File: src/rtl/btn_event.sv
// Push-button conditioner: 2-flop sync, debounce, press/release/long/repeat pulses.
// `BTN_EVENT_REPEAT_EN enables auto-repeat presses; `release` is a reserved word, so that output is `released`.
module btn_event #(
  parameter int DEBOUNCE_CYC = 1000000,
  parameter int HOLD_CYC     = 50000000,
  parameter int REPEAT_CYC   = 10000000
) (
  input  logic clk,
  input  logic reset_n,
  input  logic btn_in,
  output logic press,
  output logic released,
  output logic long_press,
  output logic level
);
  localparam int DW   = $clog2(DEBOUNCE_CYC + 1);
  localparam int MAXC = (HOLD_CYC > REPEAT_CYC) ? HOLD_CYC : REPEAT_CYC;
  localparam int CW   = $clog2(MAXC);
  localparam logic [DW-1:0] DB_LAST   = DW'(DEBOUNCE_CYC - 1);
  localparam logic [CW-1:0] HOLD_LAST = CW'(HOLD_CYC - 1);
  localparam logic [CW-1:0] REP_LAST  = CW'(REPEAT_CYC - 1);

  typedef enum logic [1:0] {IDLE, HOLD, REPEAT} state_t;

  logic          s1, s2, stable;
  logic [DW-1:0] db_cnt;
  state_t        state, state_nx;
  logic [CW-1:0] cnt, cnt_nx;
  logic          press_nx, rel_nx, long_nx;

  always_ff @(posedge clk or negedge reset_n) begin
    if (!reset_n) begin
      s1     <= 1'b0;
      s2     <= 1'b0;
      stable <= 1'b0;
      db_cnt <= '0;
    end else begin
      s1 <= btn_in;
      s2 <= s1;
      if (s2 == stable) begin
        db_cnt <= '0;
      end else if (db_cnt == DB_LAST) begin
        stable <= s2;
        db_cnt <= '0;
      end else begin
        db_cnt <= db_cnt + 1'b1;
      end
    end
  end

  assign level = stable;

  always_ff @(posedge clk or negedge reset_n) begin
    if (!reset_n) begin
      state      <= IDLE;
      cnt        <= '0;
      press      <= 1'b0;
      released   <= 1'b0;
      long_press <= 1'b0;
    end else begin
      state      <= state_nx;
      cnt        <= cnt_nx;
      press      <= press_nx;
      released   <= rel_nx;
      long_press <= long_nx;
    end
  end

  // A falling level always takes priority over a hold/repeat expiry.
  always_comb begin
    state_nx = state;
    cnt_nx   = cnt;
    case (state)
      IDLE: if (stable) begin
        state_nx = HOLD;
        cnt_nx   = '0;
      end
      HOLD: if (!stable) begin
        state_nx = IDLE;
        cnt_nx   = '0;
      end else if (cnt == HOLD_LAST) begin
        state_nx = REPEAT;
        cnt_nx   = '0;
      end else begin
        cnt_nx = cnt + 1'b1;
      end
      REPEAT: if (!stable) begin
        state_nx = IDLE;
        cnt_nx   = '0;
      end else begin
`ifdef BTN_EVENT_REPEAT_EN
        if (cnt == REP_LAST) cnt_nx = '0;
        else                 cnt_nx = cnt + 1'b1;
`else
        cnt_nx = '0;
`endif
      end
      default: begin
        state_nx = IDLE;
        cnt_nx   = '0;
      end
    endcase
  end

  always_comb begin
    press_nx = 1'b0;
    rel_nx   = 1'b0;
    long_nx  = 1'b0;
    case (state)
      IDLE: press_nx = stable;
      HOLD: if (!stable) begin
        rel_nx = 1'b1;
      end else if (cnt == HOLD_LAST) begin
        long_nx = 1'b1;
`ifdef BTN_EVENT_REPEAT_EN
        press_nx = 1'b1;
`endif
      end
      REPEAT: if (!stable) begin
        rel_nx = 1'b1;
      end else begin
`ifdef BTN_EVENT_REPEAT_EN
        press_nx = (cnt == REP_LAST);
`endif
      end
      default: ;
    endcase
  end
endmodule

File: config.mk
export PLATFORM = sky130hd
export DESIGN_NAME = btn_event
export DESIGN_NICKNAME = d
export VERILOG_FILES = /design/src/rtl/btn_event.sv
export SDC_FILE = /design/constraint.sdc
export NUM_CORES = 1
export LEC_CHECK = 0
export CAP_MARGIN = 20
export CORE_ASPECT_RATIO = 0.8
export CORE_MARGIN = 1
export CORE_UTILIZATION = 60
export CTS_BUF_LIST = sky130_fd_sc_hd__clkbuf_4 sky130_fd_sc_hd__clkbuf_8 sky130_fd_sc_hd__clkbuf_16
export DETAILED_ROUTE_END_ITERATION = 8
export MAX_ROUTING_LAYER = met4
export PLACE_DENSITY_LB_ADDON = 0.15
export RECOVER_POWER = 25
export SETUP_SLACK_MARGIN = 0.3
export SLEW_MARGIN = 20
export SYNTH_ARGS = -nofsm -noshare
export SYNTH_HDL_FRONTEND = slang
export SYNTH_SLANG_ARGS = --single-unit
export TNS_END_PERCENT = 10
File: constraint.sdc
create_clock -name clk -period 3.09 [get_ports clk]
set_clock_uncertainty 0.15 [all_clocks]
set_input_delay 0.618 -clock clk [delete_from_list [all_inputs] [get_ports clk]]
set_output_delay 0.618 -clock clk [all_outputs]
set_load 0.03 [all_outputs]
# Yosys cells after proc, flatten, opt, wreduce, memory -nomap -nowiden

Index checks and enable logic that the tools add are counted.

Register bits after elaboration: 54
Input port bits: 3
Logic and storage cells: 41

Add/subtract/negate cells: 2
Equality and inequality tests: 8
Multiplexer cells: 17
Bitwise gates (word level): 1
Reductions and logical operators: 4

Operators by type and width:

| kind                                                             | number |
|---|---|
| 26-bit two-way mux                                               | 3 |
| 26-bit case mux with 2 select lines                              | 1 |
| 20-bit two-way mux                                               | 2 |
| 26-bit by 1-bit adder with 26-bit output (second input constant) | 1 |
| 26-bit == test (second input constant)                           | 1 |
| 20-bit by 1-bit adder with 20-bit output (second input constant) | 1 |
| 20-bit == test (second input constant)                           | 1 |
| 2-bit two-way mux                                                | 4 |
| 1-bit two-way mux                                                | 6 |
| 2-bit case mux with 3 select lines                               | 1 |
| 2-bit != test (second input constant)                            | 2 |
| 3-bit != test (second input constant)                            | 1 |
| 3-bit AND reduction                                              | 1 |
| 2-bit by 1-bit == test with 1-bit output (second input constant) | 1 |
| 2-bit == test (second input constant)                            | 1 |
| 2-bit logical NOT                                                | 1 |
| 2-bit AND reduction                                              | 1 |
| 2-bit OR reduction                                               | 1 |
| 1-bit == test                                                    | 1 |
| 1-bit NOT                                                        | 1 |

# Longest topological paths before layout

Depth after elaboration: 4
Depth in mapped cells: 8
Gate-level depth less buffers: 7

# Worst setup path before layout

No wires, ideal clock.

Path kind: flip-flop to flip-flop
Start: reg cnt[0]
End: reg cnt[19]
Arrival: 1.806 ns
Required time: 2.858 ns
Setup slack: 1.053 ns
Stages on the path, launching flop included: 8
Buffers on the path: 1
Period minus slack after synthesis: 2.037 ns
Cells stage by stage: dfrtp_1 ha_1 and4_1 and4_1 a21oi_2 buf_2 o21ai_0 a31oi_1

Longest elaborated chain between the ends: 4
Elaborated cells on any way between the ends: 5

RTL lines:

| what                                                                       | line   | text |
|---|---|---|
| from (decl)                                                                | 28     | `logic [CW-1:0] cnt, cnt_nx;` |
| from (signal assigned)                                                     | 62     | `cnt <= cnt_nx;` |
| 26-bit by 1-bit adder with 26-bit output or 26-bit == test (tied branches) | 85, 81 |  |
| 26-bit two-way mux *                                                       | 81     | `end else if (cnt == HOLD_LAST) begin` |
| 26-bit two-way mux *                                                       | 78     | `HOLD: if (!stable) begin` |
| 26-bit case mux with 2 select lines *                                      | 73     | `case (state)` |

Every way passes the cells marked *; elsewhere a longest branch is shown, timed or not.
A chain may end at the register's enable or synchronous reset.

# Final worst setup path

Start: reg stable (netlist: level)
End: out level

RTL lines:

| what                   | line | text |
|---|---|---|
| from (decl)            | 25   | `logic s1, s2, stable;` |
| from (signal assigned) | 35   | `stable <= 1'b0;` |
| from (signal assigned) | 43   | `stable <= s2;` |
| to (decl)              | 14   | `output logic level` |

No word-level cell between the ends.

==> reports/metrics.yaml <==
placement:
  place_congestion: 0.8291
  port_buffers: 6
  post-place-cells: 350
  dp_hpwl_microns: 3943
global_routing:
  antenna_found_initial: 0
  track_usage_pct: 26.46
  overflow: 0
  grt_pass1_vias: 2046
  grt_max_degree: 34
  grt_pass1_wl_microns: 9818
clock_tree:
  post_cts_resized: 0
  cts_root_buffer: "clkbuf_8"
  path_clk_slew_ns: 0.09
  cts_buffers: 5
  cts_max_path_buffers: 2
  cts_tree: "done"
  worstSkewPairLatency_ns: 0.31
  clock_sinks: 54
  hold_buffers: 0
  cts_max_level: 2
  post-cts-setup-buffers: 0
yosys:
  synth_area_leader_cell: "dfrtp_1"
  netlist_area_sq_um: 2795
  ys.warnings.count: 0
  yosys.cell_types.count: 50
  yosysSeqAreaShare_pct: 48.34
  synth.avg_cell_area_sq_um: 9.639
  ys.flop_type: "dfrtp_1"
  syn-instance-count: 290
  ys_top_cells_by_area: "dfrtp_1 48%, nor2_1 5.1%, xnor2_1 3.8%"
  synthesis.nets: 298
  synth-edff-count: 0
  ys_async_sr_fraction_pct: 100.0
  synth.top_cell.area_share_pct: 48.34
  ys_seq_elements: 54
finish:
  layout_commonest_cell: "dfrtp_1"
  instances_no_fill: 357
  antenna_cells: 0
  drive_gt1_share_pct: 8.000
  nets: 308
  layout_common_cells: "54 x dfrtp_1, 38 x nor2_1, 25 x nand2_1"
  area_delta_synth_final_pct: 7.072
worst_setup_path:
  cpLargestDelayFamily: "buffers and inverters"
  cpPeakStageDelay_ns: 0.76
  crit_chain: "clkdlybuf4s50_1"
  path_buf_inv: 1
  cp-start-kind: "flop"
  path_max_fanout: 11
  cp_data_required_time_ns: 2.32
  cp.arrival_ns: 1.65
  worst-setup-path-type: "reg -> out"
  cp-end-kind: "output pin"
  slowest_stage: "clkdlybuf4s50_1"
status:
  failed_checks: "capacitance limit, slew limit"
  status: "finished, violations left"
flow_run:
  cap_violations: 1
floorplan:
  dieArea_sq_um: 4937
  num_rows: 21
  die_w_microns: 78.31
  num_io_pins: 7
  core-area_sq_um: 4335
  start_util_pct: 64.47
  die_y_microns: 63.05
drt:
  route.detailed.drc: 0
  wl_microns: 5588
  dr.pass1.iters: 4
  ant_nets: 0
  dr.first_iter.drc_count: 147
  routed_via_density: 6.034
  vias: 2154
  wl_per_cell_microns: 15.65
sta:
  setup_tns_ns: 0
  fin_crit_sh_pct: 78.26
  rsz0062_at_grt: "no"
  post-route-min-period_ns: 2.418
  fmax_ghz: 0.4135
  slew_violations: 34
  final_hold_viol_count: 0
  tightest_slew_ns: 1.694
  max_slew_margin_pct: -12.92
  finalSetupViolations: 0
power_and_ir_drop:
  ir_worst_vdd_uv: 311.7
  p_leak_uw: 0.001277
  pwr_density_cell_nw_per_um2: 373.8
worst_hold_path:
  hp-class: "reg -> reg"
==> per-stage QoR <==
step / util, % / power (uW) / worst slack, ns / cell area (sq um) / hold slack [ns]
6_report: 69.03 / 1119 / 0.6719 / 2993 / 0.2121
5_1_grt: 69.03 / 1166 / 0.4486 / 2993 / 0.2222
4_1_cts: 69.06 / 1131 / 0.6770 / 2994 / 0.2249
3_5_place_dp: 67.24 / 757.8 / 0.6724 / 2915 / 0.2028
3_3_place_gp: 67.24 / 756.7 / 0.8205 / 2915 / 0.1828
2_1_floorplan: - / 738.8 / 1.053 / 2795 / 0.1724
==> flip-flops by register name, indices dropped and copies added (netlist names) <==
name and cells:
cnt 26, db_cnt 20, state 2, level 1
long_press 1, press 1, released 1, s1 1
s2 1
==> logic make-up after synthesis <==
family | synth area share [%]
flip-flops | 48.34
AND/OR/NAND/NOR | 24.53
adder cells (fa/ha/maj) | 2.238
buffers and inverters | 2.775
AO/OA/AOI/OAI | 13.79
multiplexers | 1.119
XOR/XNOR | 7.207
==> Yosys cell counts, types with 2 or more instances <==
| master | instances |
|---|---|
| xnor2_1 | 12 |
| nor4_2 | 2 |
| inv_1 | 7 |
| nor3_1 | 6 |
| xor2_1 | 11 |
| or2_1 | 2 |
| dfrtp_1 | 54 |
| a21o_1 | 5 |
| a41oi_1 | 4 |
| nand3_1 | 11 |
| o21ai_1 | 2 |
| o31a_1 | 2 |
| buf_2 | 2 |
| nand2b_1 | 3 |
| nand2_1 | 25 |
| a31o_2 | 2 |
| and3_1 | 6 |
| a22o_1 | 3 |
| buf_4 | 2 |
| nand4_1 | 13 |
| or3_1 | 2 |
| and4_1 | 4 |
| o21ai_0 | 8 |
| nor2b_1 | 3 |
| clkbuf_1 | 4 |
| a31oi_1 | 11 |
| nor4_1 | 5 |
| a21oi_1 | 14 |
| mux2i_1 | 2 |
| ha_1 | 5 |
| nor2_1 | 38 |
| a32o_1 | 2 |
==> report_power, final <==
part / total [uW] / internal [uW] / switching (uW)
combinational: 27.7 / 6.68 / 21.0
clock: 377 / 153 / 224
sequential: 714 / 711 / 3.76
==> worst paths after layout <==
kind	startpoint	end	slack [ns]	cells after the start
max in group asynchronous	reset_n	cnt[13]	1.22	2
worst max register to register	db_cnt[0]	db_cnt[7]	0.69	6
worst max-delay path	level	level	0.67	1
worst min register to register	s1	s2	0.21	0
min in group asynchronous	reset_n	db_cnt[18]	0.58	1
worst min-delay path	s1	s2	0.21	0
==> metal layers <==
| layer | share of wire, % | vias up | routed length [microns] | track usage, % |
|---|---|---|---|---|
| met5 | 0 | - | 0 | - |
| met4 | 1.1 | 0 | 63 | 9.491 |
| met3 | 5.4 | 7 | 302 | 4.638 |
| met2 | 40 | 47 | 2218 | 34.43 |
| met1 | 54 | 1037 | 3003 | 41.00 |
| li1 | - | 1063 | - | - |
==> cell type report <==
type	instances	area (sq um)
Clock buffer	5	68.82
Clock inverter	2	10.01
Timing Repair Buffer	12	98.84
Multi-Input combinational cell	220	1366
Tap cell	57	71.32
Sequential cell	54	1351
Fill cell	357	1343
Inverter	7	26.28
(Power assumes the default switching activity.)
